`src/rtl/ltcminer_pkg.sv`:
```
// Shared definitions for the ltcminer result path: UART frame constants,
// serializer state encoding and the default baud divisor.
package ltcminer_pkg;

   typedef enum logic [1:0] {
      IDLE  = 2'd0,
      START = 2'd1,
      DATA  = 2'd2,
      STOP  = 2'd3
   } tx_state_e;

   localparam int BITS_PER_FRAME   = 10;
   localparam int BYTES_PER_NONCE  = 4;
   localparam int DEFAULT_BAUD_DIV = 868;

   // Counter reload value: a bit period runs from div-1 down to 0.
   function automatic logic [15:0] baud_reload(input int div);
      return 16'(div - 1);
   endfunction

endpackage

```
`src/rtl/uart_tx_byte.sv`:
```
// 8N1 byte serializer. A start seen while idle, or in the last stop-bit cycle,
// launches a frame; done is high during the final cycle of the stop bit.
module uart_tx_byte
   import ltcminer_pkg::*;
#(
   parameter int BAUD_DIV = DEFAULT_BAUD_DIV
) (
   input  logic       clk,
   input  logic       rst_n,
   input  logic       start,
   input  logic [7:0] data,
   output logic       txd,
   output logic       done
);

   localparam logic [15:0] RELOAD   = baud_reload(BAUD_DIV);
   localparam logic [2:0]  LAST_BIT = 3'(BITS_PER_FRAME - 3);

   tx_state_e   state_r;
   logic [15:0] baud_cnt_r;
   logic [2:0]  bit_idx_r;
   logic [7:0]  shift_r;
   logic        txd_r;
   logic        done_r;

   // Serializer FSM: start, eight data bits LSB first, stop; all outputs registered.
   always_ff @(posedge clk or negedge rst_n) begin
      if (!rst_n) begin
         state_r    <= IDLE;
         baud_cnt_r <= 16'd0;
         bit_idx_r  <= 3'd0;
         shift_r    <= 8'd0;
         txd_r      <= 1'b1;
         done_r     <= 1'b0;
      end else begin
         done_r <= 1'b0;
         case (state_r)
            IDLE: begin
               if (start) begin
                  state_r    <= START;
                  baud_cnt_r <= RELOAD;
                  shift_r    <= data;
                  bit_idx_r  <= 3'd0;
                  txd_r      <= 1'b0;
               end
            end
            START: begin
               if (baud_cnt_r == 16'd0) begin
                  state_r    <= DATA;
                  baud_cnt_r <= RELOAD;
                  txd_r      <= shift_r[0];
                  shift_r    <= {1'b0, shift_r[7:1]};
               end else begin
                  baud_cnt_r <= baud_cnt_r - 16'd1;
               end
            end
            DATA: begin
               if (baud_cnt_r == 16'd0) begin
                  baud_cnt_r <= RELOAD;
                  if (bit_idx_r == LAST_BIT) begin
                     state_r <= STOP;
                     txd_r   <= 1'b1;
                  end else begin
                     bit_idx_r <= bit_idx_r + 3'd1;
                     txd_r     <= shift_r[0];
                     shift_r   <= {1'b0, shift_r[7:1]};
                  end
               end else begin
                  baud_cnt_r <= baud_cnt_r - 16'd1;
               end
            end
            STOP: begin
               if (baud_cnt_r == 16'd0) begin
                  // Chaining straight into the next start bit keeps bytes gapless.
                  if (start) begin
                     state_r    <= START;
                     baud_cnt_r <= RELOAD;
                     shift_r    <= data;
                     bit_idx_r  <= 3'd0;
                     txd_r      <= 1'b0;
                  end else begin
                     state_r <= IDLE;
                     txd_r   <= 1'b1;
                  end
               end else begin
                  baud_cnt_r <= baud_cnt_r - 16'd1;
                  done_r     <= (baud_cnt_r == 16'd1);
               end
            end
            default: begin
               state_r <= IDLE;
               txd_r   <= 1'b1;
            end
         endcase
      end
   end

   assign txd  = txd_r;
   assign done = done_r;

endmodule

```
`src/rtl/golden_nonce_tx.sv`:
```
// Queues golden nonces from the hashcore and streams each one over the UART
// as four bytes, most-significant byte first.
module golden_nonce_tx
   import ltcminer_pkg::*;
#(
   parameter int BAUD_DIV   = DEFAULT_BAUD_DIV,
   parameter int FIFO_DEPTH = 4
) (
   input  logic        hash_clk,
   input  logic        reset_n,
   input  logic        golden_nonce_match,
   input  logic [31:0] golden_nonce,
   output logic        uart_txd,
   output logic        busy,
   output logic        overflow
);

   localparam int         ADDR_W    = $clog2(FIFO_DEPTH);
   localparam int         PTR_W     = ADDR_W + 1;
   localparam logic [1:0] LAST_BYTE = 2'(BYTES_PER_NONCE - 1);

   logic [31:0]      fifo_mem_r [FIFO_DEPTH];
   logic [PTR_W-1:0] wr_ptr_r;
   logic [PTR_W-1:0] rd_ptr_r;
   logic [31:0]      shift_r;
   logic [1:0]       byte_idx_r;
   logic             active_r;
   logic             go_r;
   logic             busy_r;
   logic             overflow_r;

   logic [PTR_W-1:0] wr_ptr_n_s;
   logic [PTR_W-1:0] rd_ptr_n_s;
   logic             full_s;
   logic             empty_s;
   logic             last_byte_s;
   logic             pop_s;
   logic             push_s;
   logic             drop_s;
   logic             start_s;
   logic             active_n_s;
   logic             byte_done_s;
   logic             byte_txd_s;

   // Queue status, pop/push arbitration and byte sequencing decisions.
   always_comb begin
      full_s      = (wr_ptr_r[PTR_W-1] != rd_ptr_r[PTR_W-1]) &&
                    (wr_ptr_r[ADDR_W-1:0] == rd_ptr_r[ADDR_W-1:0]);
      empty_s     = (wr_ptr_r == rd_ptr_r);
      last_byte_s = (byte_idx_r == LAST_BYTE);
      // Pop when idle, or in the very cycle the last stop bit ends.
      pop_s       = !empty_s && (!active_r || (byte_done_s && last_byte_s));
      push_s      = golden_nonce_match && (!full_s || pop_s);
      drop_s      = golden_nonce_match && full_s && !pop_s;
      start_s     = go_r || (byte_done_s && !last_byte_s);
      wr_ptr_n_s  = wr_ptr_r + PTR_W'(push_s);
      rd_ptr_n_s  = rd_ptr_r + PTR_W'(pop_s);
      if (pop_s) begin
         active_n_s = 1'b1;
      end else if (byte_done_s && last_byte_s) begin
         active_n_s = 1'b0;
      end else begin
         active_n_s = active_r;
      end
   end

   // FIFO storage; a simultaneous pop reads the old entry before it is overwritten.
   always_ff @(posedge hash_clk or negedge reset_n) begin
      if (!reset_n) begin
         for (int i = 0; i < FIFO_DEPTH; i++) begin
            fifo_mem_r[i] <= 32'd0;
         end
      end else if (push_s) begin
         fifo_mem_r[wr_ptr_r[ADDR_W-1:0]] <= golden_nonce;
      end
   end

   // Pointers, nonce shift register, byte index and status flags.
   always_ff @(posedge hash_clk or negedge reset_n) begin
      if (!reset_n) begin
         wr_ptr_r   <= '0;
         rd_ptr_r   <= '0;
         shift_r    <= 32'd0;
         byte_idx_r <= 2'd0;
         active_r   <= 1'b0;
         go_r       <= 1'b0;
         busy_r     <= 1'b0;
         overflow_r <= 1'b0;
      end else begin
         wr_ptr_r   <= wr_ptr_n_s;
         rd_ptr_r   <= rd_ptr_n_s;
         active_r   <= active_n_s;
         go_r       <= pop_s;
         busy_r     <= active_n_s || (wr_ptr_n_s != rd_ptr_n_s);
         overflow_r <= overflow_r | drop_s;
         if (pop_s) begin
            shift_r    <= fifo_mem_r[rd_ptr_r[ADDR_W-1:0]];
            byte_idx_r <= 2'd0;
         end else if (start_s) begin
            shift_r <= {shift_r[23:0], 8'h00};
         end
         if (byte_done_s && !last_byte_s) begin
            byte_idx_r <= byte_idx_r + 2'd1;
         end
      end
   end

   uart_tx_byte #(
      .BAUD_DIV (BAUD_DIV)
   ) u_uart_tx_byte (
      .clk   (hash_clk),
      .rst_n (reset_n),
      .start (start_s),
      .data  (shift_r[31:24]),
      .txd   (byte_txd_s),
      .done  (byte_done_s)
   );

   assign uart_txd = byte_txd_s;
   assign busy     = busy_r;
   assign overflow = overflow_r;

endmodule
```
`config.mk`:
```
export PLATFORM = sky130hd
export DESIGN_NAME = golden_nonce_tx
export DESIGN_NICKNAME = d
export VERILOG_FILES = /design/src/rtl/ltcminer_pkg.sv /design/src/rtl/uart_tx_byte.sv /design/src/rtl/golden_nonce_tx.sv
export SDC_FILE = /design/constraint.sdc
export NUM_CORES = 1
export LEC_CHECK = 0
export ABC_AREA = 1
export CAP_MARGIN = 30
export CORE_MARGIN = 3
export CORE_UTILIZATION = 50
export CTS_CLUSTER_DIAMETER = 40
export DETAILED_ROUTE_END_ITERATION = 7
export HOLD_SLACK_MARGIN = 0.03
export PLACE_DENSITY = 0.68
export SYNTH_ARGS = -nofsm -noshare
export SYNTH_HDL_FRONTEND = slang
export SYNTH_SLANG_ARGS = --single-unit
```
`constraint.sdc`:
```
create_clock -name hash_clk -period 2.9 [get_ports hash_clk]
set_input_delay 0.58 -clock hash_clk [delete_from_list [all_inputs] [get_ports hash_clk]]
set_output_delay 0.58 -clock hash_clk [all_outputs]
set_load 0.03 [all_outputs]
```
==> summary.txt <==
Synth Area in Adders = 0.0181
delay-heaviest family, CP = buffers and inverters
reg2reg end = busy$_DFF_PN0_
Setup TNS Final = 0 ns
Design Power = 13.5 mW
vias = 7681
number of synthesized flops with an enable pin = 0
Post-Layout Cell Count = 1463
first-pass GRT wire length = 36.9 mm
startpoint types = flip-flop
syn_nets = 1198
peak supply drop = 0.000622 V
Max Cap Violations = 0
postcts setup bufs = 0
Reg clk slew, reported paths = 0.05 ns
worst min path class = in2async
critical path type = reg2out
Fin Hold WS = 0.135 ns
gpl congestion = 0.778
Worst Path Max Fanout = 2
setup slack, reg-to-reg = 0.79 ns
slowest CP cell = clkdlybuf4s50_1
Post-Synthesis Cells = 1149
DR pass1 iterations = 5
Seq/Total Area, Yosys = 0.524
Yosys warnings = 0
Cell Area, Synth = 9700 µm²
H-tree depth = 2
Async S/R FF share, synth = 1.00
Stages on worst setup path = 1
min Tclk post-route = 2.26 ns
Worst Path Required = 2.32 ns
# placed instances = 1401
pwr dens = 1180 nW/µm²
WP data arrival = 1.68 ns
final setup vio count = 0
initial cell density of the core = 0.513
clk_lat worst skew = 0.51 ns
Comb power frac = 0.334
grt ovf = 0
R2R depth = 11
post_cts resized = 0
Yosys cell types = 36
antenna fix cells = 0
Worst Clk Skew = 0.0259 ns
Std-Cell Rows = 50
Simple-Gate Fraction of Synth Area = 0.220
IO buf count = 37
final wirelength = 21.5 mm
Core ar. = 18900 µm²
GRT Util Overall = 0.208
antenna violations before repair = 0
Die Area = 21100 µm²
post-synthesis compound-gate area fraction = 0.146
fmax = 443 MHz
Root Driver = clkbuf_16
Reg power frac = 0.347
clk buf depth = 3
#FFs+latches synth = 203
Slew Viols, Final = 0
Synth Area per Inst = 8.44 µm²
Num Clock Sinks = 203
Detail Route Antenna Nets = 0
slew at the pin closest to its max-slew limit = 0.725 ns
Die H = 145 µm
I/O pin total = 38
Lkg Pwr = 5.58 nW
Buf/Inv on CP = 1
slowest stage delay, CP = 0.66 ns
Post-Synth XOR/XNOR Area = 0.00968
Syn-to-layout area delta = 18.0%
hold_buf cts = 0
CTS buffer count = 34
First DRT Iteration DRCs = 590
per-cell routed wire length = 14.7 µm
pin count of the biggest net entering global routing = 81
CP Cell Sequence = clkdlybuf4s50_1
largest family of logic cells by synthesized area = simple AND/OR/NAND/NOR gates
Vias per Instance = 5.25
post-layout util = 0.606
nets@finish = 1226
CP Capture Type = output pin
CTS tree = done
number of global-route vias before repair = 7509
Sw Ratio = 0.364
fin crit share = 0.779
reg-to-reg startpoint = byte_idx_r[0]$_DFFE_PN0P_
Clk network pwr share = 0.319
Slew Limit Headroom = 0.516
ys flop type = dfrtp_1
Fin. Hold Viols = 0
multiplexer share of the synthesized area = 0.00722
layout cells sized above 1 = 0.0906
P_sw = 4.92 mW
RSZ-0062 raised after global routing = false
Die X = 145 µm
remaining routing DRC violations = 0
HPWL after DPL = 12.9 mm
status = finished, final reports clean
Pint = 8.60 mW
[worst max-delay path by stage]
stage                                        start              to  slack [ns]
floorplan                    rd_ptr_r[1]$_DFF_PN0_  busy$_DFF_PN0_        0.78
global placement                golden_nonce_match  busy$_DFF_PN0_        0.42
detailed placement              golden_nonce_match  busy$_DFF_PN0_        0.38
CTS                 u_uart_tx_byte.txd$_DFFE_PN1P_        uart_txd        0.61
global route             byte_idx_r[0]$_DFFE_PN0P_  busy$_DFF_PN0_        0.59
finish              u_uart_tx_byte.txd$_DFFE_PN1P_        uart_txd        0.64
[logic make-up after synthesis]
group	after synthesis
DFF	203
xor gates and xnor gates	9
and+or+nand+nor	502
muxes	7
AOI/OAI and AO/OA	267
adders and majority gates	14
buffers and inverters	147
[state kept, by name, indices dropped and copies added, names as in the netlist]
signal                     count
wr_ptr_r                       3
u_uart_tx_byte.state_r         2
u_uart_tx_byte.txd             1
busy                           1
u_uart_tx_byte.shift_r         8
rd_ptr_r                       3
u_uart_tx_byte.baud_cnt_r     16
go_r                           1
u_uart_tx_byte.done            1
active_r                       1
u_uart_tx_byte.bit_idx_r       3
shift_r                       32
overflow                       1
byte_idx_r                     2
fifo_mem_r                   128
[layout make-up]
cell class                      count  area, µm²
Clock inverter                     18        310
Inverter                           84        318
Fill cell                        1691       7450
Tap cell                          260        325
Sequential cell                   203       5080
Timing Repair Buffer               55        597
Multi-Input combinational cell    799       3880
Clock buffer                       44        930
[metal layers]
metal  GRT usage  wire, µm
met4      0.0679       389
met1       0.282      9800
met5           0         0
met3      0.0356      1040
met2       0.342     10200
[cell usage after synthesis (3+ instances only)]
cell type	instances	share of area
nand2_1	306	0.12
o22ai_1	25	0.016
ha_1	14	0.018
buf_4	9	0.0070
o21ai_0	194	0.10
nor2_2	3	0.0019
nand3_4	5	0.0090
dfrtp_1	202	0.52
clkbuf_2	3	0.0015
o21ai_1	31	0.016
nor2_1	107	0.041
mux2i_1	7	0.0072
xor2_1	3	0.0027
nand2_2	4	0.0026
nand4_1	14	0.0090
a21oi_1	3	0.0015
xnor2_1	4	0.0036
inv_1	81	0.031
o21ai_2	9	0.0081
clkbuf_1	14	0.0054
buf_2	22	0.011
buf_6	15	0.017
nand3_1	56	0.029
[power groups by stage]
stage / Clock, mW / Combinational, mW / Sequential, mW
4_1_cts: 4.39 / 4.57 / 4.69
2_1_floorplan: 0 / 3.58 / 4.57
3_5_place_dp: 0 / 4.54 / 4.71
5_1_grt: 4.52 / 5.23 / 4.84
3_3_place_gp: 0 / 4.41 / 4.69
6_report: 4.32 / 4.51 / 4.69
[metrics by stage]
| step | instance area [µm²] | setup WS, ns |
|---|---|---|
| 6_report | 11400 | 0.642 |
| 5_1_grt | 11400 | 0.593 |
| 4_1_cts | 11400 | 0.611 |
| 3_5_place_dp | 10200 | 0.378 |
| 3_3_place_gp | 10200 | 0.423 |
| 2_1_floorplan | 9700 | 0.779 |
[layout by cell type, fill, tap and decap left out, drive strengths merged, types with 2 or more instances in the layout]
cell / n
xnor2: 6
ha: 14
buf: 18
nand4: 14
clkbuf: 45
mux2i: 7
nor2: 111
nand2: 311
a21oi: 3
o21ai: 234
clkinvlp: 3
bufinv: 7
xor2: 3
clkinv: 7
or2: 2
nand3: 63
clkdlybuf4s50: 36
o21bai: 2
inv: 85
dfrtp: 202
o22ai: 25
Note: power is estimated with default switching activity, not from simulation.
